`config.mk`:
```
export PLATFORM = sky130hd
export DESIGN_NAME = instruction_decode
export DESIGN_NICKNAME = d
export VERILOG_FILES = /design/src/rtl/instruction_decode.sv
export SDC_FILE = /design/constraint.sdc
export NUM_CORES = 1
export LEC_CHECK = 0
export ABC_AREA = 1
export BUFFER_PORTS_ARGS = -buffer_cell sky130_fd_sc_hd__buf_2
export CAP_MARGIN = 40
export CORE_MARGIN = 8
export CORE_UTILIZATION = 56
export DETAILED_ROUTE_END_ITERATION = 7
export GPL_ROUTABILITY_DRIVEN = 0
export PLACE_DENSITY = 0.85
export SLEW_MARGIN = 20
export SYNTH_ARGS = -nofsm -noshare
export SYNTH_HDL_FRONTEND = slang
export SYNTH_SLANG_ARGS = --single-unit
```
`constraint.sdc`:
```
create_clock -name clk -period 5.28 [get_ports clk]
set_input_delay 0.264 -clock clk [delete_from_list [all_inputs] [get_ports clk]]
set_output_delay 0.264 -clock clk [all_outputs]
set_load 0.02 [all_outputs]
```
`src/rtl/instruction_decode.sv`:
```
// instruction_decode
//   Decode stage sitting directly after fetch. It holds the IF/ID register,
//   decodes the 16-bit instruction (opcode in [15:12]) into control and register
//   addresses, detects load-use hazards and registers the decoded bundle into
//   ID/EX for execute.
// Ports
//   clk, rst_n                      clock, asynchronous active-low reset
//   instr, pcNext                   instruction and its PC+1 from fetch
//   flush                           taken branch/jump in EX: kill IF/ID and the incoming ID/EX
//   stall                           to fetch: hold PC for one load-use bubble
//   hlt                             to fetch: freeze PC, sticky until reset
//   rf_addr1, rf_addr2              combinational register-file read addresses
//   idex_*                          registered decoded bundle for execute
module instruction_decode #(
    parameter logic [15:0] NOP_INSTR = 16'h0000
) (
    input  logic        clk,
    input  logic        rst_n,
    input  logic [15:0] instr,
    input  logic [15:0] pcNext,
    input  logic        flush,
    output logic        stall,
    output logic        hlt,
    output logic [3:0]  rf_addr1,
    output logic [3:0]  rf_addr2,
    output logic        idex_valid,
    output logic [3:0]  idex_opcode,
    output logic [3:0]  idex_dst,
    output logic [3:0]  idex_src1,
    output logic [3:0]  idex_src2,
    output logic [15:0] idex_imm,
    output logic [15:0] idex_pc,
    output logic [2:0]  idex_cond,
    output logic        idex_regWrite,
    output logic        idex_memRead,
    output logic        idex_memWrite,
    output logic        idex_branch,
    output logic        idex_jal,
    output logic        idex_jr,
    output logic        idex_hlt
);

    logic        ifid_valid_r;
    logic [15:0] ifid_instr_r;
    logic [15:0] ifid_pc_r;

    logic [3:0]  opcode_s;
    logic [3:0]  dst_s;
    logic [3:0]  src1_s;
    logic [3:0]  src2_s;
    logic [15:0] imm_s;
    logic [2:0]  cond_s;
    logic        writer_s;
    logic        reg_write_s;
    logic        mem_read_s;
    logic        mem_write_s;
    logic        branch_s;
    logic        jal_s;
    logic        jr_s;
    logic        halt_s;
    logic        load_use_s;
    logic        idex_load_s;

    // Decode the IF/ID instruction; unused source addresses stay 0 so they never match a load dst.
    always_comb begin
        opcode_s    = ifid_instr_r[15:12];
        dst_s       = 4'd0;
        src1_s      = 4'd0;
        src2_s      = 4'd0;
        imm_s       = 16'h0000;
        cond_s      = 3'd0;
        writer_s    = 1'b0;
        mem_read_s  = 1'b0;
        mem_write_s = 1'b0;
        branch_s    = 1'b0;
        jal_s       = 1'b0;
        jr_s        = 1'b0;
        halt_s      = 1'b0;
        case (opcode_s)
            4'h0, 4'h1, 4'h2, 4'h3, 4'h4: begin
                src1_s   = ifid_instr_r[7:4];
                src2_s   = ifid_instr_r[3:0];
                dst_s    = ifid_instr_r[11:8];
                writer_s = 1'b1;
            end
            4'h5, 4'h6, 4'h7: begin
                src1_s   = ifid_instr_r[7:4];
                dst_s    = ifid_instr_r[11:8];
                imm_s    = {12'h000, ifid_instr_r[3:0]};
                writer_s = 1'b1;
            end
            4'h8: begin
                src1_s     = ifid_instr_r[7:4];
                dst_s      = ifid_instr_r[11:8];
                imm_s      = {{12{ifid_instr_r[3]}}, ifid_instr_r[3:0]};
                writer_s   = 1'b1;
                mem_read_s = 1'b1;
            end
            4'h9: begin
                src1_s      = ifid_instr_r[7:4];
                src2_s      = ifid_instr_r[11:8];
                imm_s       = {{12{ifid_instr_r[3]}}, ifid_instr_r[3:0]};
                mem_write_s = 1'b1;
            end
            4'hA: begin
                src1_s   = ifid_instr_r[11:8];
                dst_s    = ifid_instr_r[11:8];
                imm_s    = {8'h00, ifid_instr_r[7:0]};
                writer_s = 1'b1;
            end
            4'hB: begin
                dst_s    = ifid_instr_r[11:8];
                imm_s    = {{8{ifid_instr_r[7]}}, ifid_instr_r[7:0]};
                writer_s = 1'b1;
            end
            4'hC: begin
                imm_s    = {{7{ifid_instr_r[8]}}, ifid_instr_r[8:0]};
                cond_s   = ifid_instr_r[11:9];
                branch_s = 1'b1;
            end
            4'hD: begin
                dst_s    = 4'd15;
                imm_s    = {{4{ifid_instr_r[11]}}, ifid_instr_r[11:0]};
                writer_s = 1'b1;
                jal_s    = 1'b1;
            end
            4'hE: begin
                src1_s = ifid_instr_r[7:4];
                jr_s   = 1'b1;
            end
            4'hF: begin
                halt_s = 1'b1;
            end
            default: begin
                halt_s = 1'b0;
            end
        endcase
        reg_write_s = writer_s & (dst_s != 4'd0);
    end

    // Load in ID/EX whose destination feeds an operand of the instruction in IF/ID.
    always_comb begin
        load_use_s  = idex_valid & idex_memRead & ifid_valid_r & (idex_dst != 4'd0)
                    & ((idex_dst == src1_s) | (idex_dst == src2_s));
        idex_load_s = ~flush & ~load_use_s & ifid_valid_r & ~hlt;
        stall       = load_use_s & ~flush & ~hlt;
        rf_addr1    = src1_s;
        rf_addr2    = src2_s;
    end

    // IF/ID register: flush kills, stall or halt holds, otherwise capture from fetch.
    always_ff @(posedge clk or negedge rst_n) begin
        if (!rst_n) begin
            ifid_valid_r <= 1'b0;
            ifid_instr_r <= NOP_INSTR;
            ifid_pc_r    <= 16'h0000;
        end else if (flush) begin
            ifid_valid_r <= 1'b0;
            ifid_instr_r <= NOP_INSTR;
            ifid_pc_r    <= 16'h0000;
        end else if (stall || hlt) begin
            ifid_valid_r <= ifid_valid_r;
            ifid_instr_r <= ifid_instr_r;
            ifid_pc_r    <= ifid_pc_r;
        end else begin
            ifid_valid_r <= 1'b1;
            ifid_instr_r <= instr;
            ifid_pc_r    <= pcNext;
        end
    end

    // ID/EX register: decoded bundle or an all-zero bubble; HLT entering sets sticky hlt.
    always_ff @(posedge clk or negedge rst_n) begin
        if (!rst_n) begin
            idex_valid    <= 1'b0;
            idex_opcode   <= 4'd0;
            idex_dst      <= 4'd0;
            idex_src1     <= 4'd0;
            idex_src2     <= 4'd0;
            idex_imm      <= 16'h0000;
            idex_pc       <= 16'h0000;
            idex_cond     <= 3'd0;
            idex_regWrite <= 1'b0;
            idex_memRead  <= 1'b0;
            idex_memWrite <= 1'b0;
            idex_branch   <= 1'b0;
            idex_jal      <= 1'b0;
            idex_jr       <= 1'b0;
            idex_hlt      <= 1'b0;
            hlt           <= 1'b0;
        end else begin
            idex_valid    <= idex_load_s;
            idex_opcode   <= idex_load_s ? opcode_s  : 4'd0;
            idex_dst      <= idex_load_s ? dst_s     : 4'd0;
            idex_src1     <= idex_load_s ? src1_s    : 4'd0;
            idex_src2     <= idex_load_s ? src2_s    : 4'd0;
            idex_imm      <= idex_load_s ? imm_s     : 16'h0000;
            idex_pc       <= idex_load_s ? ifid_pc_r : 16'h0000;
            idex_cond     <= idex_load_s ? cond_s    : 3'd0;
            idex_regWrite <= idex_load_s & reg_write_s;
            idex_memRead  <= idex_load_s & mem_read_s;
            idex_memWrite <= idex_load_s & mem_write_s;
            idex_branch   <= idex_load_s & branch_s;
            idex_jal      <= idex_load_s & jal_s;
            idex_jr       <= idex_load_s & jr_s;
            idex_hlt      <= idex_load_s & halt_s;
            hlt           <= hlt | (idex_load_s & halt_s);
        end
    end

endmodule

```
### Word-level counts from Yosys, hierarchy flattened

Cells that the tools add are included.

| cells by class | value |
|---|---|
| eq/ne operators | 18 |
| reduce and logical (&&, ||, !) cells | 10 |
| muxes and demuxes | 25 |
| bitwise operators | 22 |

Operators by type and width:

| kind | count |
|---|---|
| 16-bit two-way mux | 6 |
| 16-bit one-hot mux with 6 select lines | 1 |
| 4-bit == test, second input constant | 8 |
| 4-bit one-hot mux with 2 select lines | 3 |
| 11-bit OR reduction | 2 |
| 1-bit bitwise AND | 17 |
| 4-bit by 3-bit == test with 1-bit output, second input constant | 4 |
| 4-bit two-way mux | 4 |
| 12-bit OR reduction | 1 |
| 1-bit two-way mux | 9 |
| 4-bit by 2-bit == test with 1-bit output, second input constant | 2 |
| 4-bit == test | 2 |
| 4-bit nonzero test | 2 |
| 3-bit two-way mux | 2 |
| 5-bit OR reduction | 1 |
| 4-bit by 1-bit == test with 1-bit output, second input constant | 1 |
| 4-bit logical NOT | 1 |
| 1-bit inverter | 3 |
| 3-bit OR reduction | 1 |
| 2-bit != test, second input constant | 1 |
| 1-bit OR | 2 |
| 2-bit OR reduction | 1 |
| 1-bit logical OR | 1 |

| storage, ports and cells | value |
|---|---|
| bits of input ports | 35 |
| logic and storage cells | 94 |
| output and inout port bits | 69 |
| register bits | 93 |

### Logic depth before layout (Yosys ltp)

Gate-level depths: netlist of run 1.

| logic depth | value |
|---|---|
| depth in word-level cells | 12 |
| gate-level depth with buffers | 17 |
| depth with buffers taken out | 15 |

### Worst setup path after synthesis of run 1

OpenSTA, ideal clock, no wires.

| timing path | value |
|---|---|
| path kind | reg-to-output |
| from | reg ifid_instr_r[13] |
| to | out stall |
| path buffers | 2 |
| path slack | 2.924 ns |
| data arrival time | 2.092 ns |
| cell stages (with the launch flop) | 16 |
| required time | 5.016 ns |
| cells stage by stage | dfrtp_1 buf_2 inv_2 nand2_2 nor2_4 nand2_1 nand2_1 nand2_1 nand2_1 nand2_1 inv_2 nand2_1 nand2_2 nand2_4 buf_2 nor3_1 |

| on the way | value |
|---|---|
| longest elaborated chain between the ends | 8 |
| elaborated cells on any way between the ends | 22 |
| classes of those cells | eq/ne (13); mux (2); bitwise (4); reduce/logical (3) |

Ends and longest elaborated chain:

| what | line | text |
|---|---|---|
| from (decl) | 44 | `logic [15:0] ifid_instr_r;` |
| from (signal assigned) | 163 | `ifid_instr_r <= ifid_instr_r;` |
| from (signal assigned) | 167 | `ifid_instr_r <= instr;` |
| 4-bit by 1-bit == test with 1-bit output (tied with other cells) | 79 | `case (opcode_s)` |
| 5-bit OR reduction | n/a |  |
| 4-bit one-hot mux with 2 select lines (*) | 79 |  |
| via rf_addr2[0] | 25 | `output logic [3:0] rf_addr2,` |
| 4-bit == test (*) | 144 | `& ((idex_dst == src1_s) \| (idex_dst == src2_s));` |
| 1-bit OR (*) | 144 |  |
| 1-bit bitwise AND (*) | 144 |  |
| 1-bit bitwise AND (*) (2 in series) | 146 | `stall = load_use_s & ~flush & ~hlt;` |
| to (decl) | 22 | `output logic stall,` |

The timed path passes the listed nets; every way through them passes the cells marked *.

### Worst setup path in the final report of run 1

| timing path | value |
|---|---|
| from | reg ifid_instr_r[12] |
| to | out stall |

| on the way | value |
|---|---|
| longest elaborated chain between the ends | 8 |
| elaborated cells on any way between the ends | 22 |
| classes of those cells | eq/ne (13); mux (2); bitwise (4); reduce/logical (3) |

Ends and longest elaborated chain:

| what | line |
|---|---|
| 4-bit == test (tied with other cells) | 79 |
| 11-bit OR reduction (no source line) / 5-bit OR reduction (equally long branches) | n/a |
| 4-bit one-hot mux with 2 select lines | 79 |
| 4-bit == test | 144 |
| 1-bit OR (*) | 144 |
| 1-bit bitwise AND (*) | 144 |
| 1-bit bitwise AND (*) (2 in series) | 146 |

Every way passes the cells marked *; elsewhere a longest branch is shown, timed or not.

==> results of run 1 <==
==> synthesized netlist by cell type <==
library cell  instances  area, sq um
dfrtp_1              89         2230
nand3_1              85          425
nand2_1              76          285
nor2_1               44          165
inv_1                40          150
a21oi_1              21          105
buf_4                 8         60.1
clkbuf_1              6         22.5
nand2_2               6         37.5
buf_2                 5         25.0
nor3_2                5         50.1
buf_6                 4         45.0
inv_2                 4         15.0
nor3_1                4         20.0
nand2_4               3         33.8
o21ai_0               3         15.0
a41oi_1               1         8.76
nand3_2               1         10.0
nor2_2                1         6.26
nor2_4                1         11.3
o211ai_1              1         7.51
o21ai_2               1         8.76
or2_2                 1         6.26
==> cells in the final DEF, fill, tap and decap left out <==
cell type,n
nand2_4,3
nand3_1,85
inv_1,40
nand2_1,76
o21ai_0,3
nand2_2,6
nor2_1,43
nor2_2,2
clkinv_4,2
nor3_2,5
buf_16,1
buf_8,1
a21oi_1,21
or2_2,1
nor3_1,4
nand3_2,1
a41oi_1,1
o211ai_1,1
buf_2,102
inv_2,4
clkbuf_8,10
dlygate4sd3_1,1
buf_4,1
o21ai_2,1
nor2_4,1
clkinvlp_4,1
buf_6,1
bufinv_16,3
dfrtp_1,89
==> timing repair <==
item                      4_1_cts  5_1_grt
gates resized for setup         0        0
hold buffers                    1        0
hold endpoints to repair       34        0
==> area by class of cell <==
cell class	instances	area [sq um]
timing repair buffer	107	582
inverter	44	165
multi-input combinational	254	1200
clock buffer	10	138
tap	77	96.3
clock inverter	6	115
sequential	89	2230
fill	506	1900
==> stage by stage <==
| step | hold slack (ns) | total power [mW] | cell area [sq um] | utilization [%] | std cells |
|---|---|---|---|---|---|
| finish | 0.124 | 1.28 | 4520 | 70.4 | 587 |
| global route | 0.124 | 1.33 | 4520 | 70.4 | 587 |
| CTS | 0.117 | 1.29 | 4520 | 70.4 | 587 |
| detailed placement | 0.247 | 0.730 | 4260 | 66.3 | 570 |
| global placement | 0.481 | 0.725 | 4210 | 65.5 | 567 |
| floorplan | -0.0316 | 0.698 | 3740 | - | 410 |
==> final timing paths <==
path / from / to / slack (ns)
max in group asynchronous: rst_n / ifid_instr_r[14] / 4.26
min reg2reg: ifid_pc_r[7] / idex_pc[7] / 0.50
min in group asynchronous: rst_n / idex_pc[9] / 0.42
min: pcNext[12] / ifid_pc_r[12] / 0.12
max reg2reg: ifid_instr_r[12] / hlt / 2.65
max: ifid_instr_r[12] / stall / 2.44
==> kinds of logic after synthesis <==
kind of cell,after synthesis
AOI/OAI and AO/OA,27
buffers and inverters,67
DFF,89
and+or+nand+nor,227
==> power breakdown <==
part	leakage [nW]	internal, mW	switching [mW]
Combinational	1.12	0.0128	0.0220
Sequential	1.24	0.681	0.00000000000000000907
Clock	0.123	0.329	0.240
Total	2.48	1.02	0.262
==> routing by layer <==
layer / global-route usage, % / vias to the layer above
met5: 0 / -
met4: 8.63 / 0
met3: 6.32 / 18
met2: 31.5 / 172
met1: 25.9 / 1536
li1: - / 1492
==> worst max-delay path, cell delays in order (launching register included) <==
cell and delay (ns):
dfrtp_1 0.50, inv_2 0.13, nand2_2 0.09, nor2_2 0.21
nand2_1 0.16, nand3_1 0.12, nand2_1 0.06, nor2_1 0.13
nand2_1 0.08, nand2_2 0.09, nand2_4 0.24, nor3_1 0.22
buf_2 0.20
==> registers in the layout, indices dropped and copies added (netlist names), 3 cells and up <==
name	cells
ifid_pc_r	16
idex_cond	3
idex_dst	4
idex_pc	16
idex_imm	12
idex_src2	4
ifid_instr_r	16
idex_opcode	4
idex_src1	4
==> metrics, run 1 <==
layout cells sized above 1=28.6%; share of the clock period used by the worst path=53.8%; DRT iter0 DRCs=266; Setup crit start kind=register; Post-DP HPWL=6.73 mm; Top Ports=104; Max Cap Viol=0; DR DRC count=0; M1 WL=3.89 mm; xor/xnor share of the synthesized area=0%; library cells used by synthesis=23; CP Class=register to output port; WP data required=5.02 ns; Post-Syn Area per Cell=9.12 sq um; routed wire length=9.43 mm; Post-Synth Simple-Gate Area=28.1%; HP Class=input port to register; Post-Synth Adder-Cell Area=0%; layout net count=540; Die ar.=0.00955 sq mm; total congestion overflow=0; Synth Cell Area=0.00374 sq mm; total clock sinks=89; Yosys reg bits=89; Placement Setup Slack=2.71 ns; status=complete, no violations; die height=97.7 microns; RSZ-0062 raised after global routing=false; Met2 Wirelength=4.42 mm; Period minus WS final=2.84 ns; CTS tree=built; slew at the pin closest to its max-slew limit=0.734 ns; via count=3218; vias in the first global route=3290; post-synthesis compound-gate area fraction=3.88%; Pleak=2.48 nW; post-route worst setup slack=2.44 ns; mux share of post-synthesis cell area=0%; Die X=97.7 microns; CP Capture Type=output port; Final Hold Vio Count=0; proportion of synthesized chip area in sequential cells=59.5%; CTS buffer count=9; Hold Path Stages=3; Max Slew Vio Count=0; pin count of the biggest net entering global routing=56; WL/cell=16.1 microns; first-pass GRT wire length=15.9 mm; Sum Neg Setup Slack=0 ns; largest family of logic cells by synthesized area=simple AND/OR/NAND/NOR gates; met3 wire length=941 microns; ANT nets after route=0; DR pass1 iterations=5; core area=0.00642 sq mm; # rows=29; Top Layer Used=met4; Worst Clk Skew=0.0137 ns; final-report setup violation count=0; Synth Instances=410; clock-pin slew on the worst setup and hold paths=0.09 ns; Worst VDD drop=164 uV; gr usage total=20.4%; Port Buf Inserts=103; post-CTS setup buffer count=0; Area Overhead vs Synth=20.9%; n_diodes=0; Via density=5.48; Synth Warn #=0; CTS H-tree lvls=3; Root Buffer Master=clkbuf_8; initial antenna violation count=0; Clk Latency, worst-skew pair=0.36 ns; crit path max fanout=36; R2R cell count=12; PwrDens=284 mW/mm^2; Net Count, Synth=445; max_slew headroom=51.0%; CTS max path bufs=2; Initial Utilization=58.3%; CP arrival=2.58 ns; maximum clock rate=0.352 GHz
Note: power is estimated with default switching activity, not from simulation.
==> run 2, diff against run 1 <==
Settings changed: ABC_AREA 1 to 0, CORE_UTILIZATION 56 to 53, PLACE_DENSITY 0.85 to 0.79.
Clock period 5.28 ns to 2.8 ns, I/O delays scaled along.
==> metrics, run 2 <==
most common cell after layout, fill and taps aside=buf_2; most common cell in the synthesized netlist=dfrtp_1; Worst VDD drop=300 uV; Area Overhead vs Synth=21.0%; Max Slew Vio Count=0; post-route worst setup slack=0.0334 ns; top flop regs=idex_pc (16), ifid_instr_r (16), ifid_pc_r (16); R2R setup slack=0.08 ns; ANT nets after route=0; Top Ports=104; Pleak=2.64 nW; vias in the first global route=3286; Port Buf Inserts=103; HP Class=input port to register; gr usage total=18.6%; Via density=5.74; layout net count=527; DR pass1 iterations=4; via count=3436; status=complete, no violations; filler instances=617; die height=106 microns; Root Buffer Master=clkbuf_8; layout cells sized above 1=33.4%; Die X=106 microns; CP Class=register to output port; first-pass GRT wire length=16.9 mm; total clock sinks=89; Period minus WS final=2.77 ns; Sum Neg Setup Slack=0 ns; WL/cell=17.8 microns; Post-Syn Area per Cell=10.9 sq um; Worst Clk Skew=0.0107 ns; crit path max fanout=14; library cells used by synthesis=44; final-report setup violation count=0; CP arrival=2.63 ns; routed wire length=10.7 mm; Net Count, Synth=427; dominant cells by area after synthesis=dfrtp_1 (52%), o21a_1 (11%), nor3b_1 (5.1%); pin count of the biggest net entering global routing=57; Final Hold Vio Count=0; clock-pin slew on the worst setup and hold paths=0.08 ns; n_diodes=0; CP Capture Type=output port; Post-DP HPWL=7.20 mm; ys flop type=dfrtp_1; Synth Cell Area=0.00427 sq mm; total congestion overflow=0; commonest cells after routing, fill and taps aside=buf_2 (101), dfrtp_1 (87), o21a_1 (64), nor3b_1 (29), and3_1 (26); Synth Warn #=0; Async S/R FF share, synth=100%; slew at the pin closest to its max-slew limit=0.847 ns; Die ar.=0.0112 sq mm; CTS tree=built; Setup crit start kind=register; maximum clock rate=0.361 GHz; core area=0.00777 sq mm; dominant cell type by area after synthesis=dfrtp_1; # rows=32; DR DRC count=0; synth cell count leaders=dfrtp_1 (89), o21a_1 (64), nor3b_1 (29); CTS max path bufs=2; Placement Setup Slack=0.0328 ns; Synth Instances=392; CTS buffer count=9; Clk Latency, worst-skew pair=0.35 ns; max_slew headroom=43.5%; CTS H-tree lvls=3; WP data required=2.66 ns; post-synth top area share=52.1%; proportion of synthesized chip area in sequential cells=52.1%; WHS=0.114 ns; PwrDens=504 mW/mm^2; Initial Utilization=55.0%; Max Cap Viol=0; Yosys reg bits=89; Post-synth EDFFs=0; share of the clock period used by the worst path=98.8%; initial antenna violation count=0; DRT iter0 DRCs=184
## run 2: changes by cell type after synthesis, sizes merged, moves of 5 or more
cell and change:
o21a +65, nand2 -69, nor2b +5, inv -36
nand3b +5, nor3b +33, buf +8, nor2 -28
and3 +26, clkbuf +8, nand3 -81, and4 +5
## run 2: cell type report
class / count / area [sq um] / area share [%]
Sequential cell: 89 / 2230 / 43.1
Timing Repair Buffer: 127 / 743 / 14.4
Clock buffer: 10 / 138 / 2.66
Tap cell: 102 / 128 / 2.47
Inverter: 8 / 30.0 / 0.581
Multi-Input combinational cell: 257 / 1840 / 35.5
Clock inverter: 6 / 65.1 / 1.26
## run 2: stage by stage
step	power, mW	cell area (sq um)	cells	util, %
floorplan	1.58	4270	392	-
global placement	1.70	4790	573	61.6
detailed placement	1.71	4810	574	62.0
CTS	2.59	5030	591	64.8
global route	2.72	5170	599	66.6
finish	2.60	5170	599	66.6
## run 2: critical path: stages, from the launching register on
cell and delay (ns):
dfrtp_2 0.45, buf_4 0.20, or2_2 0.33, o221ai_4 0.21, xnor2_2 0.11, nor4_2 0.30, buf_4 0.18, o21ai_2 0.11
nor3_2 0.23, buf_4 0.18
## run 2: cell families (layout without fill, tap and decap cells)
family	count (synthesis)	in the layout	share of synthesized area, %
XOR/XNOR	5	5	1.03
flip-flops	89	89	52.1
AND/OR/NAND/NOR	141	142	21.5
AO/OA/AOI/OAI	110	110	18.6
buffers and inverters	47	151	6.74
## run 2: what timing repair did
action,in CTS,in global routing
gates resized for setup,2,13
endpoints found under the hold margin,33,0
cloned,0,1
endpoints found under the setup margin,1,54
buffers inserted,0,7
hold buffers,1,0
pin swaps,1,5
## run 2: where the power goes
part           leakage [nW]  total (mW)  internal, mW  switching, mW
clock                 0.103       0.886         0.438          0.447
sequential             1.19        1.37          1.32         0.0416
combinational          1.34       0.352         0.151          0.201
total                  2.64        2.60          1.91          0.689
## run 2: layer usage
| layer | up-vias | wire length, microns | track usage (%) |
|---|---|---|---|
| met2 | 138 | 5200 | 29.2 |
| met3 | 25 | 820 | 4.51 |
| met1 | 1677 | 4430 | 24.0 |
| met5 | - | 0 | 0 |
| met4 | 0 | 238 | 7.94 |
| li1 | 1596 | - | - |
## run 2: final timing paths
kind | start | endpoint | depth (start not counted)
worst max-delay path | ifid_instr_r[12] | stall | 9
min in group asynchronous | rst_n | ifid_pc_r[9] | 2
worst max register to register | ifid_instr_r[12] | ifid_instr_r[14] | 10
worst min-delay path | flush | ifid_valid_r | 2
worst min register to register | ifid_pc_r[7] | idex_pc[7] | 1
max in group asynchronous | rst_n | hlt | 3
==> run 3, diff against run 2 <==
Settings changed: CORE_MARGIN 8 to unset, CORE_UTILIZATION 53 to 48, PLACE_DENSITY 0.79 to 0.76.
Clock period 2.8 ns to 2.4 ns, I/O delays scaled along.
==> metrics, run 3 (synthesis results as in run 2) <==
Worst Clk Skew=0.0147 ns; first-pass GRT wire length=16.8 mm; commonest cells after routing, fill and taps aside=buf_2 (101), dfrtp_1 (87), o21a_1 (64), buf_4 (39), nor3b_1 (24); max_slew headroom=61.5%; top flop regs=idex_pc (16), ifid_instr_r (16), ifid_pc_r (16); RSZ-0062 raised after global routing=true; final-report setup violation count=59; failing checks=setup timing; CP arrival=2.90 ns; die height=96.3 microns; Initial Utilization=49.2%; total congestion overflow=0; CP Capture Type=register; Max Slew Vio Count=0; CTS tree=built; vias in the first global route=3390; core area=0.00868 sq mm; Final Hold Vio Count=0; Via density=5.55; layout cells sized above 1=39.9%; via count=3517; share of the clock period used by the worst path=110%; CTS buffer count=9; Setup crit start kind=register; status=finished with violations; Area Overhead vs Synth=30.7%; pin count of the biggest net entering global routing=45; multi-input logic area=0.00189 sq mm; layout net count=556; Sum Neg Setup Slack=-9.57 ns; routed wire length=10.5 mm; slew at the pin closest to its max-slew limit=0.572 ns; n_diodes=0; CTS H-tree lvls=3; WHS=0.0406 ns; Clk Latency, worst-skew pair=0.36 ns; PwrDens=551 mW/mm^2; Worst VDD drop=334 uV; # rows=34; Max Cap Viol=0; WP data required=2.65 ns; final core occ=64.3%; DRT iter0 DRCs=176; Post-DP HPWL=6.86 mm; WL/cell=16.6 microns; filler instances=667; Root Buffer Master=clkbuf_8; most common cell after layout, fill and taps aside=buf_2; initial antenna violation count=0; Top Ports=104; clock-pin slew on the worst setup and hold paths=0.09 ns; HP Class=input port to register; ANT nets after route=0; register area=0.00223 sq mm; total clock sinks=89; Placement Setup Slack=-0.0853 ns; crit path max fanout=9; DR pass1 iterations=4; Power Total=3.08 mW; maximum clock rate=0.378 GHz; Die X=96.3 microns; gr usage total=24.0%; CP Class=register to register; post-route worst setup slack=-0.247 ns; Period minus WS final=2.65 ns; Die ar.=0.00928 sq mm; DR DRC count=0; Pleak=2.80 nW; Port Buf Inserts=103; CTS max path bufs=2
## run 3: cell types whose count changed in the layout (fill, tap and decap cells not counted), sizes merged
cell / delta
buf: +28
clkbuf: +2
clkinv: -2
bufbuf: +1
clkinvlp: +1
nor3: -1
## run 3: worst paths after layout
check / startpoint / endpoint / slack, ns / cells after the start
max: ifid_instr_r[15] / ifid_pc_r[4] / -0.25 / 11
min: flush / ifid_valid_r / 0.04 / 2
max reg2reg: ifid_instr_r[15] / ifid_pc_r[4] / -0.25 / 11
min reg2reg: ifid_pc_r[14] / idex_pc[14] / 0.52 / 1
max in group asynchronous: rst_n / idex_pc[8] / 1.47 / 3
min in group asynchronous: rst_n / idex_imm[10] / 0.28 / 2
## run 3: through the flow
step,instances,area [sq um]
finish,634,5580
global route,634,5580
CTS,633,5500
detailed placement,601,5000
global placement,601,5000
floorplan,392,4270
## run 3: area by class of cell
| class | count | share of cell area [%] |
|---|---|---|
| sequential | 89 | 39.9 |
| multi-input combinational | 256 | 33.9 |
| timing repair buffer | 157 | 19.5 |
| clock buffer | 11 | 2.53 |
| tap | 108 | 2.42 |
| clock inverter | 5 | 1.12 |
| inverter | 8 | 0.538 |
## run 3: where the power goes
| group | internal, mW | total, mW | switching (mW) |
|---|---|---|---|
| clock | 0.516 | 1.05 | 0.537 |
| sequential | 1.55 | 1.59 | 0.0409 |
| combinational | 0.195 | 0.437 | 0.242 |
| total | 2.26 | 3.08 | 0.820 |
## run 3: critical path: stages, from the launching register on
cell      delay [ns]
dfrtp_1         0.42
buf_6           0.14
or4b_4          0.51
o211ai_4        0.11
xor2_1          0.10
nor4_2          0.33
buf_4           0.17
o21a_4          0.25
buf_4           0.18
buf_16          0.10
nor3b_2         0.04
o21a_1          0.20
## run 3: timing repair
| item | CTS | global route |
|---|---|---|
| endpoints found under the setup margin | 73 | 82 |
| endpoints found under the hold margin | 39 | 0 |
| setup buffers | 10 | 2 |
| pin swaps | 8 | 8 |
| cloned | 5 | 1 |
| hold buffers | 1 | 0 |
| resized for setup | 20 | 19 |
## run 3: per-layer routing
metal  vias up  global-route usage, %  share of wire [%]
met2       109                   38.9                 49
li1       1645                      -                  -
met1      1746                   32.4                 44
met4         0                   8.70                1.8
met5         -                      0                  0
met3        17                   4.11                5.1
